--- src/rtl/sop_pipe_reg.sv ---
// sop_pipe_reg: two-stage pipelined, mode-selectable bit-wise AND-OR function with
// valid/ready flow control on both sides and a saturating count of non-zero results.
module sop_pipe_reg #(
  parameter int W = 4,
  parameter int CNT_W = 8
) (
  input  logic             clk,
  input  logic             rst,
  input  logic [W-1:0]     a,
  input  logic [W-1:0]     b,
  input  logic [W-1:0]     c,
  input  logic [W-1:0]     d,
  input  logic [1:0]       mode,
  input  logic             in_valid,
  output logic             in_ready,
  output logic [W-1:0]     f,
  output logic             out_valid,
  input  logic             out_ready,
  input  logic             cnt_clr,
  output logic [CNT_W-1:0] hit_cnt
);
  logic [W-1:0] r_p, r_q, r_f, w_p, w_q, w_f;
  logic [1:0] r_mode;
  logic r_s1_v, r_s2_v, w_s1_en, w_s2_en, w_hit;
  logic [CNT_W-1:0] r_cnt;
  always_comb begin
    w_s2_en = ~r_s2_v | out_ready;
    w_s1_en = ~r_s1_v | w_s2_en;
    w_p = (mode == 2'b01) ? a | b : (mode == 2'b10) ? a ^ b : a & b;
    w_q = (mode == 2'b01) ? c | d : (mode == 2'b10) ? c ^ d : c & d;
    w_f = (r_mode == 2'b01) ? r_p & r_q : (r_mode == 2'b11) ? ~(r_p | r_q) : r_p | r_q;
    w_hit = r_s2_v & out_ready & (|r_f);
  end
  always_ff @(posedge clk) begin
    if (rst) begin
      r_p <= '0;
      r_q <= '0;
      r_mode <= '0;
      r_s1_v <= 1'b0;
      r_f <= '0;
      r_s2_v <= 1'b0;
      r_cnt <= '0;
    end else begin
      if (w_s2_en) begin
        r_f <= w_f;
        r_s2_v <= r_s1_v;
      end
      if (w_s1_en) begin
        r_p <= w_p;
        r_q <= w_q;
        r_mode <= mode;
        r_s1_v <= in_valid;
      end
      // clear wins over a same-cycle hit; the all-ones value is sticky
      r_cnt <= cnt_clr ? '0 : (w_hit && !(&r_cnt)) ? r_cnt + 1'b1 : r_cnt;
    end
  end
  assign in_ready = w_s1_en;
  assign f = r_f;
  assign out_valid = r_s2_v;
  assign hit_cnt = r_cnt;
endmodule

--- config.mk ---
export PLATFORM = sky130hd
export DESIGN_NAME = sop_pipe_reg
export DESIGN_NICKNAME = d
export VERILOG_FILES = /design/src/rtl/sop_pipe_reg.sv
export SDC_FILE = /design/constraint.sdc
export NUM_CORES = 1
export LEC_CHECK = 0
export ABC_CLOCK_PERIOD_IN_PS = 1800
export BUFFER_PORTS_ARGS = -buffer_cell sky130_fd_sc_hd__buf_2
export CAP_MARGIN = 15
export CORE_MARGIN = 5
export CORE_UTILIZATION = 54
export CTS_BUF_LIST = sky130_fd_sc_hd__clkbuf_4 sky130_fd_sc_hd__clkbuf_8 sky130_fd_sc_hd__clkbuf_16
export DETAILED_ROUTE_END_ITERATION = 7
export GPL_TIMING_DRIVEN = 0
export PLACE_DENSITY = 0.83
export SYNTH_ARGS = -nofsm -noshare
export SYNTH_HDL_FRONTEND = slang
export SYNTH_SLANG_ARGS = --single-unit
--- constraint.sdc ---
create_clock -name clk -period 1.8 [get_ports clk]
set_input_delay 0.36 -clock clk [delete_from_list [all_inputs] [get_ports clk]]
set_output_delay 0.36 -clock clk [all_outputs]
set_load 0.1 [all_outputs]
After elaboration in Yosys (flattened, before gate mapping). Index checks and enable logic that the tools add are counted.

Reductions and logical operators: 5. $add $sub $neg: 1. Bitwise gates (word level): 15. Multiplexer cells: 6. Equal/unequal tests: 4.

Operators with widths (number): 4-bit two-way mux (6); 4-bit AND (3); 4-bit OR (3); 8-bit by 1-bit adder with 8-bit output (second input constant) (1); 8-bit AND reduction (1); 4-bit bitwise XOR (2); 2-bit by 1-bit == test with 1-bit output (second input constant) (2); 2-bit == test (second input constant) (2); 4-bit inverter (1); 4-bit OR reduction (1); 1-bit AND (2); 1-bit inverter (2); 1-bit OR (2); 2-bit OR reduction (1); 1-bit logical AND (1); 1-bit logical NOT (1).

Input port bits: 23. Bits in registers: 24. Logic and storage cells: 38. Output and inout port bits: 14.

Logic depth before layout (Yosys ltp). Gate-level depths: netlist of the first run.

Depth in word-level cells: 4. Mapped depth: 6.

Least setup slack after synthesis of the first run. Ideal clock, no wire load.

Path type: reg-to-reg. Start: reg r_cnt[0] (netlist: hit_cnt[0]). End: reg r_cnt[2] (netlist: hit_cnt[2]). Required time: 1.741 ns. Setup slack: -0.274 ns. Arrival: 2.015 ns. Stages on the path, launching flop included: 6. Setup time: 0.059 ns. Path through: dfxtp_1 > ha_1 > and4_4 > a211oi_2 > a211oi_1 > a31o_1.

Cells in the longest elaborated chain, start to end: 3. Elaborated cells between the ends (all ways): 4. Classes of those cells: add/sub (1); reduce/logical (3).

Ends and longest elaborated chain: from (decl) (line 25) `logic [CNT_W-1:0] r_cnt;`; from (signal assigned) (line 55) `r_cnt <= cnt_clr ? '0 : (w_hit && !(&r_cnt)) ? r_cnt + 1'b1 : r_cnt;`; branches (longest 3 deep; another with 8-bit by 1-bit adder with 8-bit output).

Parallel ways; which one is timed is not known. A chain may end at the register's enable or synchronous reset.

Worst setup path after layout of the first run.
Start: reg r_s2_v (netlist: out_valid). End: out in_ready.

Cells in the longest elaborated chain, start to end: 3.

Ends and longest elaborated chain: from (decl) (line 24) `logic r_s1_v, r_s2_v, w_s1_en, w_s2_en, w_hit;`; from (signal assigned) (line 46) `r_s2_v <= r_s1_v;`; 1-bit inverter (line 27) `w_s2_en = ~r_s2_v | out_ready;`; 1-bit OR (line 27); 1-bit OR (line 28) `w_s1_en = ~r_s1_v | w_s2_en;`; to (decl) (line 15) `output logic in_ready,`.

No other way between the ends.

==> results.ini, run 1 <==
[global_routing]
grt_first_pass_wirelength_um = 5347
grt_max_degree = 15
grt-ovfl-total = 0
grt_pass1_vias = 1299
grtUsageTotal_pct = 15.62
grt_antenna_before_repair = 0

[yosys]
yosys_register_bits = 24
synth_top_family_by_area = simple AND/OR/NAND/NOR gates
synth-xor-area-share_pct = 0.5372
synth_fp_nets = 240
ys_seq_area_share_pct = 29.47
yosys-top-cells-area = dfxtp_1 29%, ha_1 13%, mux2i_1 10%
ys_types = 33
synthSimpleGateAreaFrac_pct = 19.03
yosys_warnings = 0
yosys.area_share.adder_pct = 13.05
synth_top_cell_by_area = dfxtp_1
synth_compound_area_share_pct = 16.96
synth.cell_area_mm2 = 0.001630
synth_top_area_share_pct = 29.47
synthMuxAreaShare_pct = 11.13
avgSynthCellArea_um2 = 8.152
synthCells = 200

[cells_and_area]
finalNonFillerCells = 270
mostFrequentLayoutCells = 36 x buf_2, 28 x inv_1, 17 x mux2i_1, 17 x ha_1, 14 x nor2_1
drive_above_1_share_pct = 25.74
finish.net_count = 278
diodes = 0
multi_input_area_um2 = 997.2
syn2layout_area_growth_pct = 17.96
seq_area_um2 = 494.2
fillerInstances = 260
finalInstanceArea_mm2 = 0.001923
layout_commonest_cell = buf_2

[place]
gp_congestion = 0.7956
dpl_worst_slack_ns = 0.1253
numPortBuffers = 33
dp_hpwl_um = 2527
placed_area_mm2 = 0.001851
post-place-cells = 266

[clocking]
cts_buffers = 3
clock_latency_ns = 0.32
cts.sink_count = 24
cts_tree = yes
postCtsSetupRepairBufs = 0
cts.clk_slew.worst_paths_ns = 0.13
htree_levels = 1
clock_path_buffers = 2
root_buffer = clkbuf_4

[power_and_ir_drop]
clock_power_share_pct = 30.4
p_seq_share_pct = 45.9
netSwitchingFraction_pct = 30.45
power.switching_mw = 0.3926
p_total_mw = 1.289
ir_worst_vdd_v = 0.0003380
cellLeakagePower_nw = 0.9368
combPwrFrac_pct = 23.7
p_per_area_mw_per_mm2 = 670.5
internal_power_mw = 0.8968

[worst_setup_path]
crit_slowest_cell = dfxtp_2
max_stage_delay_ns = 0.39
worst_setup_path_end_kind = primary output
worstSetupPathType = reg2out
r2r_slack_ns = 0.17
required_ns = 1.44
cp_cell_sequence = nor2b_4 -> nand2_1 -> clkbuf_4 -> buf_8
worstSetupStartpointType = flip-flop
worstPathArrival_ns = 1.36
cp_max_fo = 10

[routing]
detail_route.wl_per_cell_um = 11.59
vias = 1469
drt_wl_total_um = 3128
firstDrtPassIters = 4
routed_via_density = 5.441
ant_nets = 0
first_iter_violations = 76
drc = 0

[sta]
fin_crit_ns = 1.717
finalHoldViolCount = 0
finalWorstSetupSlack_ns = 0.08283
skew_ns = 0.002706
worstMarginPinSlew_ns = 0.4891
relSlewSlack_pct = 67.62
finalMaxSlewViolations = 0
fmax_mhz = 582.4
rsz0062_at_grt = false
fin_setup_tns_ns = 0
setup_viol = 0
post-route-period-util_pct = 95.40

[floorplan]
fp.dieH_um = 64.95
placementRows = 20
die_area_mm2 = 0.004218
coreArea_mm2 = 0.002978
initial_core_util_pct = 54.75
num_io_pins = 37
die_w_um = 64.95

[hold_path]
worst_hold_path_type = in2reg

[run_status]
status = complete, no violations

[flow_run]
cap_violations = 0

## final cells by class
cell class / count / share of cell area [%]
Sequential cell: 24 / 25.70
Inverter: 28 / 5.465
Timing Repair Buffer: 33 / 9.109
Tap cell: 33 / 2.147
Multi-Input combinational cell: 137 / 51.85
Clock buffer: 3 / 1.171
Clock inverter: 1 / 1.561
Buffer: 11 / 2.993
## cell families (layout without fill, tap and decap cells)
logic type	count (synthesis)	in the layout
fa+ha+maj	17	17
buf+inv	39	76
mux	18	18
flops	24	24
xor+xnor	1	1
compound gates	43	43
simple gates	58	58
## sequential cells by signal, summed over array words and instances (netlist names)
register and cells:
r_p 4, r_mode 2, r_s1_v 1, r_q 4, f 4, out_valid 1, hit_cnt 8
## final timing paths
path                                    to  startpoint  depth (start not counted)
worst max register to register  hit_cnt[2]  hit_cnt[0]                          5
worst min register to register      r_p[0]      r_s1_v                          2
worst max-delay path              in_ready   out_valid                          4
worst min-delay path                r_s1_v    in_valid                          3
## routing by layer
layer	vias up	global-route usage, %	routed length, µm
li1	768	-	-
met1	653	18.35	1404
met4	0	6.332	61
met2	41	27.84	1483
met3	7	2.600	179
met5	-	0	0
## metrics by stage
step | hold WS [ns] | util [%]
floorplan | 0.4582 | -
global placement | 0.4785 | 62.14
detailed placement | 0.4841 | 62.14
CTS | 0.2479 | 64.12
global route | 0.2632 | 64.58
finish | 0.2418 | 64.58
## power groups by stage
| stage | combinational (mW) | sequential (mW) | clock, mW |
|---|---|---|---|
| floorplan | 0.160 | 0.675 | 0 |
| global placement | 0.296 | 0.602 | 0 |
| detailed placement | 0.305 | 0.604 | 0 |
| CTS | 0.306 | 0.592 | 0.396 |
| global route | 0.339 | 0.597 | 0.419 |
| finish | 0.306 | 0.591 | 0.392 |
## critical path, delay by kind of cell (launching register included)
| family | cells | cell delay (ns) |
|---|---|---|
| flops | 1 | 0.39 |
| simple gates | 2 | 0.25 |
| buf+inv | 2 | 0.40 |
## Yosys cell counts (all sizes together)
master,instances
nand2,12
ha,17
nor3b,1
mux2i,17
xnor2,1
o21ai,9
mux2,1
a31o,1
and4,1
dfxtp,24
nor3,10
inv,28
and3,2
a21bo,1
a211oi,9
or2,1
a31oi,2
nand4,1
nand2b,1
a21oi,12
nand3,11
nor2b,1
buf,6
nor2,14
nor4,1
and4b,2
clkbuf,5
o211ai,7
o21a,2
## repair_timing
item                       in CTS  in global routing
hold buffers                    0                  0
pin swaps                       0                  0
gates resized for setup         2                  4
setup endpoints to repair       1                  1
(Power assumes the default switching activity.)
==> run 2: changes to the inputs <==
Settings changed: ABC_AREA set to 1, RECOVER_POWER set to 100.
==> results.ini, run 2 <==
[place]
post-place-cells = 310  ; +17%
numPortBuffers = 36  ; +9.1%
dp_hpwl_um = 2754  ; +9.0%
gp_congestion = 0.8645  ; +8.7%
placed_area_mm2 = 0.001851  ; unchanged

[sta]
setup_viol = 0  ; unchanged
post-route-period-util_pct = 94.21  ; -1.2 points
skew_ns = 0.01211  ; +0.009401 ns
rsz0062_at_grt = false
relSlewSlack_pct = 63.97  ; -3.6 points
finalMaxSlewViolations = 0  ; unchanged
worstMarginPinSlew_ns = 0.5427  ; +0.05364 ns
finalHoldViolCount = 0  ; unchanged
fin_crit_ns = 1.696  ; -0.02140 ns
fmax_mhz = 589.7  ; +1.3%
fin_setup_tns_ns = 0  ; unchanged

[routing]
drt_wl_total_um = 3455  ; +10%
firstDrtPassIters = 4  ; unchanged
ant_nets = 0  ; unchanged
vias = 1626  ; +11%
drc = 0  ; unchanged
routed_via_density = 5.178  ; -4.8%
detail_route.wl_per_cell_um = 11.00  ; -5.0%
first_iter_violations = 74  ; -2.6%

[hold_path]
worst_hold_path_type = in2reg

[yosys]
yosys-top-cells-area = dfxtp_1 30%, ha_1 13%, nand2_1 12%
ys_types = 22  ; -33%
yosysMostFrequentCell = nand2_1
synth_top_area_share_pct = 29.63  ; +0.16 points
yosys_warnings = 0  ; unchanged
synthCells = 243  ; +22%
synth_top_cell_by_area = dfxtp_1
yosys_register_bits = 24  ; unchanged
synthTopCellsByCount = 52 x nand2_1, 40 x inv_1, 31 x a21oi_1
synth_async_sr_flop_share_pct = 0  ; unchanged
synth_edf_count = 0  ; unchanged
synth-main-ff-cell = dfxtp_1
ys_seq_area_share_pct = 29.63  ; +0.16 points
synth_fp_nets = 283  ; +18%
avgSynthCellArea_um2 = 6.673  ; -18%
synth.cell_area_mm2 = 0.001622  ; -0.54%

[cells_and_area]
largest_reg_flops = 8  ; unchanged
syn2layout_area_growth_pct = 15.20
layout_commonest_cell = nand2_1
finalNonFillerCells = 314  ; +16%
diodes = 0  ; unchanged
finish.net_count = 325  ; +17%
drive_above_1_share_pct = 20.85  ; -4.9 points
fillerInstances = 282  ; +8.5%
mostFrequentLayoutCells = 53 x nand2_1, 40 x inv_1, 32 x a21oi_1
finalInstanceArea_mm2 = 0.001868  ; -2.9%

[clocking]
htree_levels = 1  ; unchanged
root_buffer = clkbuf_4
cts_tree = yes
cts_buffers = 3  ; unchanged
hold_buffers = 0  ; unchanged
clock_path_buffers = 2  ; unchanged
cts.sink_count = 24  ; unchanged
clock_latency_ns = 0.32  ; about the same
cts.clk_slew.worst_paths_ns = 0.14  ; about the same

[global_routing]
grtUsageTotal_pct = 17.56  ; +1.9 points
grt_max_degree = 13  ; -2
grt_antenna_before_repair = 0  ; unchanged
grt_first_pass_wirelength_um = 6051  ; +13%
grt-ovfl-total = 0  ; unchanged
grt_pass1_vias = 1439  ; +11%

[worst_setup_path]
required_ns = 1.44  ; about the same
worstSetupStartpointType = flip-flop
worst_setup_path_end_kind = primary output
worstSetupPathType = reg2out
worstPathArrival_ns = 1.34  ; -0.02 ns
cp_max_fo = 10  ; unchanged

[floorplan]
num_io_pins = 37  ; unchanged
fp.dieH_um = 64.80  ; -0.22%
placementRows = 19  ; -5.0%
coreArea_mm2 = 0.002829  ; -5.0%
die_area_mm2 = 0.004199  ; -0.45%
initial_core_util_pct = 57.32  ; +2.6 points
die_w_um = 64.80  ; -0.22%

[power_and_ir_drop]
ir_worst_vdd_v = 0.0002487  ; -26%
p_per_area_mw_per_mm2 = 606.7  ; -9.5%
cellLeakagePower_nw = 0.9670  ; +3.2%

[flow_run]
cap_violations = 0  ; unchanged

[run_status]
status = complete, no violations

-- run 2: changes by cell type after synthesis, sizes merged, moves of 12 or more --
cell	previous run	this run
a21oi	12	33
inv	28	40
mux2i	17	0
nand2	12	55
nor2	14	27
o21ai	9	25
-- run 2: worst paths after layout --
path / slack (ns) / cells past startpoint / start / end
worst min-delay path: 0.22 / 2 / rst / r_s1_v
worst min register to register: 0.50 / 2 / r_s1_v / out_valid
worst max register to register: 0.23 / 7 / hit_cnt[0] / hit_cnt[1]
worst max-delay path: 0.10 / 5 / out_valid / in_ready
-- run 2: per-layer routing --
layer  up-vias  wire, µm  track usage [%]
met2        45      1592            29.12
li1        852         -                -
met4         0        29            6.332
met5         -         0                0
met3         2       205            2.245
met1       727      1627            23.36
-- run 2: critical path, cell delays in order (launching register included) --
cell,delay (ns)
dfxtp_2,0.35
inv_1,0.06
nor2_4,0.12
nand2_1,0.10
buf_4,0.19
buf_8,0.18
-- run 2: final cells by class --
class,instances,area [µm²],area share [%]
flip-flops and latches,24,489.2,26.19
repair buffers,37,193.9,10.38
multi-input cells,174,948.4,50.77
inverters,40,150.1,8.038
clock buffers,3,22.52,1.206
plain buffers,5,25.02,1.340
well taps,31,38.79,2.076
-- run 2: kinds of logic (layout without fill, tap and decap cells) --
group                      after synthesis  count (layout)  synth area share, %
AOI/OAI and AO/OA                       59              59                19.29
DFF                                     24              24                29.63
adders and majority gates               17              17                13.12
xor gates and xnor gates                 1               1               0.5402
buffers and inverters                   45              85                10.72
and+or+nand+nor                         97              97                26.70
-- run 2: what timing repair did --
action                                  in CTS  in global routing
resized for setup                            2                  3
setup buffers                                0                  1
pin swaps                                    0                  1
endpoints found under the setup margin       1                  1
-- run 2: through the flow --
step,hold WS [ns],power [mW],utilization [%],setup WS (ns)
after detailed placement,0.4569,0.9006,65.41,0.1004
after global routing,0.2233,1.198,66.03,0.007930
after floorplan,0.4250,0.8228,-,0.01139
after CTS,0.2250,1.135,66.43,0.01579
final,0.2223,1.133,66.03,0.1042
after global placement,0.4514,0.8920,65.41,0.1181
-- run 2: where the power goes --
part	switching [mW]	total, mW	leakage (nW)	internal (mW)
Sequential	0.0218	0.586	0.200	0.564
Combinational	0.211	0.303	0.753	0.0920
Clock	0.166	0.244	0.0138	0.0785
Total	0.399	1.13	0.967	0.735
